**config.mk**
```make
export PLATFORM = sky130hd
export DESIGN_NAME = sar_search_flat
export DESIGN_NICKNAME = d
export VERILOG_FILES = /design/src/rtl/sar_search_if.sv /design/src/rtl/sar_search.sv /design/src/flat_wrapper.sv
export SDC_FILE = /design/constraint.sdc
export NUM_CORES = 1
export LEC_CHECK = 0
export ABC_AREA = 1
export BUFFER_PORTS_ARGS = -buffer_cell sky130_fd_sc_hd__buf_2
export CAP_MARGIN = 5
export CORE_ASPECT_RATIO = 0.5
export CORE_MARGIN = 3
export CORE_UTILIZATION = 45
export CTS_CLUSTER_DIAMETER = 80
export DETAILED_ROUTE_END_ITERATION = 10
export PLACE_DENSITY = 0.66
export SLEW_MARGIN = 20
export SYNTH_ARGS = -nofsm -noshare
export SYNTH_HDL_FRONTEND = slang
export SYNTH_SLANG_ARGS = --single-unit
```
**constraint.sdc**
```tcl
create_clock -name clk_i -period 2.35 [get_ports clk_i]
set_input_delay 0.47 -clock clk_i [delete_from_list [all_inputs] [get_ports clk_i]]
set_output_delay 0.47 -clock clk_i [all_outputs]
set_load 0.005 [all_outputs]
```
**src/rtl/sar_search_if.sv**
```systemverilog
// Comparator-side handshake of the SAR search engine: probe value out, lt/eq/gt flags back.
interface sar_search_if #(
  parameter int WIDTH = 8
);
  logic [WIDTH-1:0] guess;
  logic             probe_req;
  logic             cmp_valid;
  logic             lt;
  logic             eq;
  logic             gt;

  modport master (
    output guess,
    output probe_req,
    input  cmp_valid,
    input  lt,
    input  eq,
    input  gt
  );

  modport slave (
    input  guess,
    input  probe_req,
    output cmp_valid,
    output lt,
    output eq,
    output gt
  );
endinterface

```
**src/rtl/sar_search.sv**
```systemverilog
// Successive-approximation search: drives comparator operand "a" and binary-searches the
// hidden operand "b" from the returned lt/eq/gt flags, reporting the value and probe count.
module sar_search #(
  parameter int WIDTH   = 8,
  parameter int STEP_W  = 4,
  parameter int TIMEOUT = 16
) (
  input  logic              clk_i,
  input  logic              rst_i,
  input  logic              start_i,
  sar_search_if.master      cmp,
  output logic              busy_o,
  output logic              done_o,
  output logic              found_o,
  output logic              err_o,
  output logic [WIDTH-1:0]  result_o,
  output logic [STEP_W-1:0] steps_o
);

  localparam int TMO_W = $clog2(TIMEOUT + 1);

  localparam logic [WIDTH-1:0]  ZERO_W   = {WIDTH{1'b0}};
  localparam logic [WIDTH-1:0]  ONES_W   = {WIDTH{1'b1}};
  localparam logic [WIDTH-1:0]  ONE_W    = {{(WIDTH-1){1'b0}}, 1'b1};
  localparam logic [STEP_W-1:0] STEP_ONE = {{(STEP_W-1){1'b0}}, 1'b1};
  localparam logic [TMO_W-1:0]  TMO_ONE  = {{(TMO_W-1){1'b0}}, 1'b1};
  localparam logic [TMO_W-1:0]  TMO_LAST = TMO_W'(TIMEOUT - 1);

  typedef enum logic [1:0] {
    S_IDLE  = 2'd0,
    S_PROBE = 2'd1,
    S_WAIT  = 2'd2,
    S_DONE  = 2'd3
  } state_t;

  // Midpoint via a WIDTH+1-bit sum so lo+hi never wraps.
  function automatic logic [WIDTH-1:0] midpoint(input logic [WIDTH-1:0] a,
                                                input logic [WIDTH-1:0] b);
    logic [WIDTH:0] sum;
    sum = {1'b0, a} + {1'b0, b};
    return sum[WIDTH:1];
  endfunction

  state_t              state_q;
  logic [WIDTH-1:0]    lo_q;
  logic [WIDTH-1:0]    hi_q;
  logic [WIDTH-1:0]    guess_q;
  logic                probe_req_q;
  logic [TMO_W-1:0]    tmo_q;
  logic                busy_q;
  logic                done_q;
  logic                found_q;
  logic                err_q;
  logic [WIDTH-1:0]    result_q;
  logic [STEP_W-1:0]   steps_q;

  logic [WIDTH-1:0]    mid_d;
  logic [WIDTH-1:0]    lo_inc_d;
  logic [WIDTH-1:0]    hi_dec_d;
  logic [2:0]          flags_d;

  // Candidate bounds for the next interval, derived from the probe currently held.
  always_comb begin
    mid_d    = midpoint(lo_q, hi_q);
    lo_inc_d = guess_q + ONE_W;
    hi_dec_d = guess_q - ONE_W;
    flags_d  = {cmp.lt, cmp.eq, cmp.gt};
  end

  // Search FSM with all outputs registered.
  always_ff @(posedge clk_i) begin
    if (rst_i) begin
      state_q     <= S_IDLE;
      lo_q        <= ZERO_W;
      hi_q        <= ONES_W;
      guess_q     <= ZERO_W;
      probe_req_q <= 1'b0;
      tmo_q       <= {TMO_W{1'b0}};
      busy_q      <= 1'b0;
      done_q      <= 1'b0;
      found_q     <= 1'b0;
      err_q       <= 1'b0;
      result_q    <= ZERO_W;
      steps_q     <= {STEP_W{1'b0}};
    end else begin
      probe_req_q <= 1'b0;
      done_q      <= 1'b0;
      case (state_q)
        S_IDLE: begin
          if (start_i) begin
            lo_q     <= ZERO_W;
            hi_q     <= ONES_W;
            steps_q  <= {STEP_W{1'b0}};
            found_q  <= 1'b0;
            err_q    <= 1'b0;
            result_q <= ZERO_W;
            busy_q   <= 1'b1;
            state_q  <= S_PROBE;
          end
        end
        S_PROBE: begin
          guess_q     <= mid_d;
          probe_req_q <= 1'b1;
          steps_q     <= steps_q + STEP_ONE;
          tmo_q       <= {TMO_W{1'b0}};
          state_q     <= S_WAIT;
        end
        S_WAIT: begin
          // The probe_req cycle itself never accepts flags, nor does it count toward the timeout.
          if (probe_req_q) begin
            tmo_q <= {TMO_W{1'b0}};
          end else if (cmp.cmp_valid) begin
            case (flags_d)
              3'b010: begin
                found_q  <= 1'b1;
                result_q <= guess_q;
                busy_q   <= 1'b0;
                done_q   <= 1'b1;
                state_q  <= S_DONE;
              end
              3'b100: begin
                if ((guess_q == ONES_W) || (lo_inc_d > hi_q)) begin
                  busy_q  <= 1'b0;
                  done_q  <= 1'b1;
                  state_q <= S_DONE;
                end else begin
                  lo_q    <= lo_inc_d;
                  state_q <= S_PROBE;
                end
              end
              3'b001: begin
                if ((guess_q == ZERO_W) || (lo_q > hi_dec_d)) begin
                  busy_q  <= 1'b0;
                  done_q  <= 1'b1;
                  state_q <= S_DONE;
                end else begin
                  hi_q    <= hi_dec_d;
                  state_q <= S_PROBE;
                end
              end
              default: begin
                err_q   <= 1'b1;
                busy_q  <= 1'b0;
                done_q  <= 1'b1;
                state_q <= S_DONE;
              end
            endcase
          end else if (tmo_q == TMO_LAST) begin
            err_q   <= 1'b1;
            busy_q  <= 1'b0;
            done_q  <= 1'b1;
            state_q <= S_DONE;
          end else begin
            tmo_q <= tmo_q + TMO_ONE;
          end
        end
        S_DONE: begin
          state_q <= S_IDLE;
        end
        default: begin
          busy_q  <= 1'b0;
          state_q <= S_IDLE;
        end
      endcase
    end
  end

  assign cmp.guess     = guess_q;
  assign cmp.probe_req = probe_req_q;
  assign busy_o        = busy_q;
  assign done_o        = done_q;
  assign found_o       = found_q;
  assign err_o         = err_q;
  assign result_o      = result_q;
  assign steps_o       = steps_q;

endmodule

```
**src/flat_wrapper.sv**
```systemverilog
// flat-port wrapper written by rule: the top's interface ports become plain ports
module sar_search_flat 
#(
  parameter int WIDTH   = 8,
  parameter int STEP_W  = 4,
  parameter int TIMEOUT = 16
)
  (clk_i, rst_i, start_i, busy_o, done_o, found_o, err_o, result_o, steps_o, cmp_guess, cmp_probe_req, cmp_cmp_valid, cmp_lt, cmp_eq, cmp_gt);
  sar_search_if #(.WIDTH(WIDTH)) cmp_i ();
  input  logic clk_i;
  input  logic rst_i;
  input  logic start_i;
  output logic busy_o;
  output logic done_o;
  output logic found_o;
  output logic err_o;
  output logic [WIDTH-1:0] result_o;
  output logic [STEP_W-1:0] steps_o;
  output wire logic [$bits(cmp_i.guess)-1:0] cmp_guess;
  output wire logic [$bits(cmp_i.probe_req)-1:0] cmp_probe_req;
  input wire logic [$bits(cmp_i.cmp_valid)-1:0] cmp_cmp_valid;
  input wire logic [$bits(cmp_i.lt)-1:0] cmp_lt;
  input wire logic [$bits(cmp_i.eq)-1:0] cmp_eq;
  input wire logic [$bits(cmp_i.gt)-1:0] cmp_gt;
  assign cmp_guess = cmp_i.guess;
  assign cmp_probe_req = cmp_i.probe_req;
  assign cmp_i.cmp_valid = cmp_cmp_valid;
  assign cmp_i.lt = cmp_lt;
  assign cmp_i.eq = cmp_eq;
  assign cmp_i.gt = cmp_gt;
  sar_search #(.WIDTH(WIDTH), .STEP_W(STEP_W), .TIMEOUT(TIMEOUT)) u_core (.clk_i(clk_i), .rst_i(rst_i), .start_i(start_i), .cmp(cmp_i), .busy_o(busy_o), .done_o(done_o), .found_o(found_o), .err_o(err_o), .result_o(result_o), .steps_o(steps_o));
endmodule
```
# After elaboration in Yosys (flattened, before gate mapping)
# Cells that the tools add are included.
# totals
mem_bits_rw,0
word_cells,113
latchBits,0
ff_bits,48
memories,0
output_inout_bits,25
rom_bits,0
# op_classes
add_sub_neg,5
shifts,0
mul,0
div_mod_pow,0
mux,54
magnitude_cmp,2
n_eq_ne,22
n_reduce_logical,17
bitwise,1
# ops
op,n
$mux W8,13
$pmux W8 S2,3
$mux W1,19
$reduce_and A6 Y1,3
$gt A8 B8 Y1,2
$ne A2 B2 Y1 const B,8
$mux W5,3
$mux W2,6
$pmux W1 S2,5
$pmux W5 S2,1
$reduce_and A5 Y1,2
$add A8 B8 Y9,1
$ne A3 B2 Y1 const B,3
$add A8 B1 Y8 const B,1
$eq A8 B8 Y1 const B,1
$logic_not A8 Y1,1
$ne A4 B3 Y1 const B,2
$pmux W2 S4,1
$pmux W4 S2,1
$sub A8 B1 Y8 const B,1
$reduce_and A3 Y1,2
$reduce_bool A2 Y1,3
$reduce_or A3 Y1,2
$add A5 B1 Y5 const B,1
other kinds (14),16

# Longest topological paths before layout
# depth
ltp_word,8
mapped_depth,21
mapped_depth_nobuf,21

# Worst setup path after synthesis
# OpenSTA, ideal clock, no wires.
# synth_timing
path_kind,register to register
start,"reg u_core.guess_q[0], in the netlist u_core.cmp.guess[0]"
end,reg u_core.lo_q[1]
required_time_ps,2232
n_path_buf,0
t_arrival_ps,2330
synth_period_minus_slack_ps,2448
setup_slack_ps,-98
stages_incl_launch_ff,19
cell_sequence,dfxtp_1 -> inv_2 -> nor3_1 -> inv_1 -> nor2_2 -> nand4_1 -> inv_1 -> nand2_1 -> and2_1 -> ha_1 -> a21o_1 -> nor2_1 -> nand2_1 -> nand2_1 -> nand2_1 -> a21oi_2 -> nand2_1 -> nand2_1 -> a21oi_1
# synth_between
elab_chain_len,6
# synth_lines
element,line,rtl
"start, declared",sar_search.sv:47,logic [WIDTH-1:0] guess_q;
"start signal, assigned",sar_search.sv:102,guess_q <= mid_d;
"parallel branches: the longest is 6 deep, another holds $add A8 B1 Y8",-,
"end signal, assigned",sar_search.sv:127,lo_q <= lo_inc_d;
"end, declared",sar_search.sv:45,logic [WIDTH-1:0] lo_q;
# Several ways; the timed one is not identified. The select of a mux whose other input is x is not followed.
# A chain may end at the register's enable or synchronous reset.

# Final worst setup path
# layout_timing
start,"reg u_core.guess_q[1], in the netlist u_core.cmp.guess[1]"
end,reg u_core.hi_q[2]
# layout_between
elab_chain_len,6
# layout_lines
element,line,rtl
"parallel branches: the longest is 6 deep, another holds $sub A8 B1 Y8",-,
"end signal, assigned",sar_search.sv:137,hi_q <= hi_dec_d;
"end, declared",sar_search.sv:46,logic [WIDTH-1:0] hi_q;
# Several ways; the timed one is not identified. The select of a mux whose other input is x is not followed.

==> report_table.html <==
<table>
<tr><th>Metric</th><th>Value</th></tr>
<tr><th colspan="2">Yosys</th></tr>
<tr><td>Top cells by area, synth</td><td>sky130_fd_sc_hd__dfxtp_1 (31%), sky130_fd_sc_hd__ha_1 (12%), sky130_fd_sc_hd__nand2_1 (11%), sky130_fd_sc_hd__inv_1 (8.3%), sky130_fd_sc_hd__a21oi_1 (6.4%)</td></tr>
<tr><td>Number of distinct standard cells referenced by the synthesized netlist</td><td>40</td></tr>
<tr><td>Register bit count reported by yosys</td><td>48</td></tr>
<tr><td>Most area-hungry cell type in the Yosys netlist</td><td>sky130_fd_sc_hd__dfxtp_1</td></tr>
<tr><td>Nets in the synthesized netlist</td><td>481</td></tr>
<tr><td>Total standard cell area after synthesis</td><td>3110 um2</td></tr>
<tr><td>Number of synthesis warnings</td><td>0</td></tr>
<tr><td>Share of synthesized registers carrying an async set or reset</td><td>0%</td></tr>
<tr><td>Part of the Yosys area used for sequential elements</td><td>30.9%</td></tr>
<tr><td>Fraction of synthesized cell area taken by the top area cell type</td><td>30.9%</td></tr>
<tr><td>Prevailing post-synth register cell</td><td>sky130_fd_sc_hd__dfxtp_1</td></tr>
<tr><td>Cells after Synth</td><td>442</td></tr>
<tr><td>Number of synthesized flops with an enable pin</td><td>0</td></tr>
<tr><td>Average size of a mapped cell</td><td>7.04 um2</td></tr>
<tr><th colspan="2">STA</th></tr>
<tr><td>Setup violation total in the final timing report</td><td>15</td></tr>
<tr><td>Setup repair after global routing missed its margin</td><td>true</td></tr>
<tr><td>Slew headroom</td><td>72.3%</td></tr>
<tr><td>Hold Violations, Final</td><td>0</td></tr>
<tr><td>Final sum of negative setup slack</td><td>-0.779 ns</td></tr>
<tr><td>Final critical path time including I/O delays and setup</td><td>2.45 ns</td></tr>
<tr><td>Timing-limited maximum frequency</td><td>408 MHz</td></tr>
<tr><td>Maximum clock skew at final layout</td><td>0.00493 ns</td></tr>
<tr><td>Fin. max-slew vios</td><td>0</td></tr>
<tr><td>Period utilization</td><td>104%</td></tr>
<tr><td>Transition time at the pin with the least slew margin</td><td>0.411 ns</td></tr>
<tr><td>Post-route worst setup slack</td><td>-0.101 ns</td></tr>
<tr><th colspan="2">Setup path</th></tr>
<tr><td>Launch point of the worst reg-to-reg path</td><td>u_core.cmp.guess[1]</td></tr>
<tr><td>Critical Path Fanout Max</td><td>3</td></tr>
<tr><td>CP Data Required Time</td><td>2.53 ns</td></tr>
<tr><td>Data arrival at the endpoint of the critical path</td><td>2.63 ns</td></tr>
<tr><td>Launching element type of the critical path</td><td>flop</td></tr>
<tr><td>Critical path startpoint</td><td>u_core.cmp.guess[1]</td></tr>
<tr><td>CP Capture Type</td><td>flop</td></tr>
<tr><td>Worst setup path class</td><td>flop to flop</td></tr>
<tr><th colspan="2">Global routing</th></tr>
<tr><td>Total global-route track usage</td><td>22.3%</td></tr>
<tr><td>Antenna violations before repair</td><td>0</td></tr>
<tr><td>First-pass GRT wire length</td><td>13.9 mm</td></tr>
<tr><td>Vias in the first global route</td><td>2908</td></tr>
<tr><td>Leftover overflow at the end of global routing</td><td>0</td></tr>
<tr><td>Largest net degree at the start of global routing</td><td>27</td></tr>
<tr><th colspan="2">Min path</th></tr>
<tr><td>Start point of the worst hold path</td><td>u_core.busy_o</td></tr>
<tr><td>Min-Delay Path Class</td><td>flop to flop</td></tr>
<tr><th colspan="2">Floorplan</th></tr>
<tr><td>Die extent in x</td><td>124 um</td></tr>
<tr><td>Effective utilization at floorplan</td><td>48.7%</td></tr>
<tr><td>I/O pin count</td><td>32</td></tr>
<tr><td>Area of the die</td><td>8010 um2</td></tr>
<tr><td>Site row count</td><td>20</td></tr>
<tr><td>Placeable Area</td><td>6380 um2</td></tr>
<tr><td>Floorplan die height</td><td>64.8 um</td></tr>
<tr><th colspan="2">Clocking</th></tr>
<tr><td>CTS sink count</td><td>48</td></tr>
<tr><td>CTS Hold Buffers Added</td><td>0</td></tr>
<tr><td>Number of buffers added by the clock tree synthesis step</td><td>5</td></tr>
<tr><td>CTS Root Cell</td><td>sky130_fd_sc_hd__clkbuf_16</td></tr>
<tr><td>H-tree depth</td><td>2</td></tr>
<tr><td>Clock-pin transition on the worst setup and hold timing paths</td><td>0.06 ns</td></tr>
<tr><td>Worst-skew pair later-pin latency</td><td>0.29 ns</td></tr>
<tr><td>Clock tree from TritonCTS</td><td>yes</td></tr>
<tr><td>Maximum number of buffers from clock root to sink</td><td>2</td></tr>
<tr><th colspan="2">Layout</th></tr>
<tr><td>Most common cell after layout, fill and taps aside</td><td>sky130_fd_sc_hd__nand2_1</td></tr>
<tr><td>N_diodes</td><td>0</td></tr>
<tr><td>Non-filler instance count after layout</td><td>598</td></tr>
<tr><td>Fin nets</td><td>549</td></tr>
<tr><td>Fraction of layout cells with a size suffix above 1</td><td>31.2%</td></tr>
<tr><td>Area growth from synthesis to layout</td><td>31.0%</td></tr>
<tr><td>Most frequent cells in the layout</td><td>sky130_fd_sc_hd__nand2_1 (72), sky130_fd_sc_hd__inv_1 (61), sky130_fd_sc_hd__dfxtp_1 (45), sky130_fd_sc_hd__buf_4 (40), sky130_fd_sc_hd__a21oi_1 (37)</td></tr>
<tr><th colspan="2">Route</th></tr>
<tr><td>DR pass1 iterations</td><td>4</td></tr>
<tr><td>Via count</td><td>3048</td></tr>
<tr><td>DR iter-0 viols</td><td>195</td></tr>
<tr><td>Number of DRC violations after detailed routing</td><td>0</td></tr>
<tr><td>Wire length per cell</td><td>14.2 um</td></tr>
<tr><td>Avg Vias per Cell</td><td>5.10</td></tr>
<tr><td>Routed Wire Length</td><td>8.46 mm</td></tr>
<tr><td>Detail Route Antenna Nets</td><td>0</td></tr>
<tr><th colspan="2">Power and ir drop</th></tr>
<tr><td>Logic pwr share</td><td>69.2%</td></tr>
<tr><td>Worst vdd ir</td><td>0.543 mV</td></tr>
<tr><td>Internal Dissipation</td><td>3.29 mW</td></tr>
<tr><td>Proportion of total power due to net switching</td><td>48.0%</td></tr>
<tr><td>Final Total Pwr</td><td>6.33 mW</td></tr>
<tr><td>Proportion of power drawn by flip-flops and latches</td><td>19.8%</td></tr>
<tr><td>Net Sw Power</td><td>3.04 mW</td></tr>
<tr><td>Total power density per cell area</td><td>1550 nW/um2</td></tr>
<tr><td>Clock Power Share</td><td>11.0%</td></tr>
<tr><td>Static Leakage</td><td>2.05 nW</td></tr>
<tr><th colspan="2">Place</th></tr>
<tr><td>HPWL after detailed placement</td><td>6.26 mm</td></tr>
<tr><td>Cell count after placement</td><td>581</td></tr>
<tr><td>Final weighted congestion of routability-driven global placement</td><td>0.915</td></tr>
<tr><td>Port Buffers</td><td>31</td></tr>
<tr><th colspan="2">Flow run</th></tr>
<tr><td>Max-capacitance violation count</td><td>0</td></tr>
<tr><th colspan="2">Run status</th></tr>
<tr><td>Violations in the final reports</td><td>setup timing</td></tr>
<tr><td>Status</td><td>finished with violations</td></tr>
</table>
-- Yosys cell counts, drive strengths merged (2+ instances only) --
library cell  instances
xor2                  6
o21ai                26
a21oi                43
dfxtp                48
nand2                93
nor3                  6
a211oi                6
buf                   7
nor3b                 2
xnor2                 2
nand3                23
o31ai                 2
o211ai                6
nor2                 46
a21o                  2
and3                  2
inv                  74
nand4                 4
ha                   31
clkbuf                5
-- stage by stage --
stage | instance area [um2] | hold slack (ns) | setup slack, ns | util, %
after floorplan | 3120 | 0.447 | 0.0207 | -
after global placement | 3570 | 0.452 | -0.219 | 56.0
after detailed placement | 3570 | 0.453 | -0.186 | 56.0
after CTS | 3970 | 0.459 | -0.110 | 62.2
after global routing | 4070 | 0.498 | -0.277 | 63.8
final | 4070 | 0.469 | -0.101 | 63.8
-- final cells by class --
cell class | count | area (um2)
multi-input cells | 308 | 2070
clock inverters | 2 | 12.5
well taps | 88 | 110
flip-flops and latches | 48 | 970
repair buffers | 73 | 500
inverters | 74 | 288
clock buffers | 5 | 125
fillers | 557 | 2310
-- state kept, by name, indices dropped and copies added (netlist names) --
signal                count
u_core.cmp.probe_req      1
u_core.lo_q               8
u_core.found_o            1
u_core.busy_o             1
u_core.err_o              1
u_core.done_o             1
u_core.steps_o            4
u_core.hi_q               8
u_core.tmo_q              5
u_core.state_q            2
u_core.cmp.guess          8
u_core.result_o           8
-- critical path: stages, from the launching register on --
cell and delay (ns):
sky130_fd_sc_hd__dfxtp_4 0.37, sky130_fd_sc_hd__buf_4 0.14, sky130_fd_sc_hd__nor2_2 0.11, sky130_fd_sc_hd__nand2_2 0.09
sky130_fd_sc_hd__inv_2 0.08, sky130_fd_sc_hd__nand3_2 0.06, sky130_fd_sc_hd__xor2_1 0.16, sky130_fd_sc_hd__ha_1 0.35
sky130_fd_sc_hd__a21o_1 0.20, sky130_fd_sc_hd__nor2_2 0.11, sky130_fd_sc_hd__nand2_1 0.05, sky130_fd_sc_hd__nand2_1 0.07
sky130_fd_sc_hd__nand2_2 0.07, sky130_fd_sc_hd__buf_4 0.16, sky130_fd_sc_hd__nand2_1 0.08, sky130_fd_sc_hd__nand2_2 0.08
sky130_fd_sc_hd__a21oi_2 0.11, sky130_fd_sc_hd__o21ai_1 0.07
-- final timing paths --
| path | endpoint | slack (ns) | cells past startpoint |
|---|---|---|---|
| max | u_core.hi_q[2] | -0.10 | 17 |
| min | u_core.busy_o | 0.47 | 2 |
| max reg2reg | u_core.hi_q[2] | -0.10 | 17 |
| min reg2reg | u_core.busy_o | 0.47 | 2 |
-- layer usage --
metal  up-vias  track usage (%)  part of all wire [%]
li1       1569                -                     -
met1      1389             32.1                    49
met2        70             33.1                    43
met3        20             4.36                   4.9
met4         0             7.86                   2.9
met5         -                0                     0
-- cell families (layout without fill, tap and decap cells) --
group | after synthesis | after routing | synth area share [%]
AND/OR/NAND/NOR | 180 | 180 | 25.2
AO/OA/AOI/OAI | 88 | 88 | 17.5
buffers and inverters | 86 | 154 | 11.1
flip-flops | 48 | 48 | 30.9
adder cells (fa/ha/maj) | 32 | 32 | 13.1
XOR/XNOR | 8 | 8 | 2.25
-- repair_timing --
| item | in CTS | in global routing |
|---|---|---|
| setup buffers | 5 | 4 |
| cloned | 1 | 0 |
| pin swaps | 20 | 19 |
| resized for setup | 51 | 32 |
| setup endpoints to repair | 19 | 19 |
-- power groups by stage --
stage               Combinational (mW)  Clock (mW)  Sequential, mW
floorplan                         2.34           0            1.21
global placement                  3.52           0            1.23
detailed placement                3.54           0            1.23
CTS                               4.09       0.713            1.23
global route                      4.86       0.763            1.28
finish                            4.38       0.699            1.25
Power figures use the tool's default switching activity.
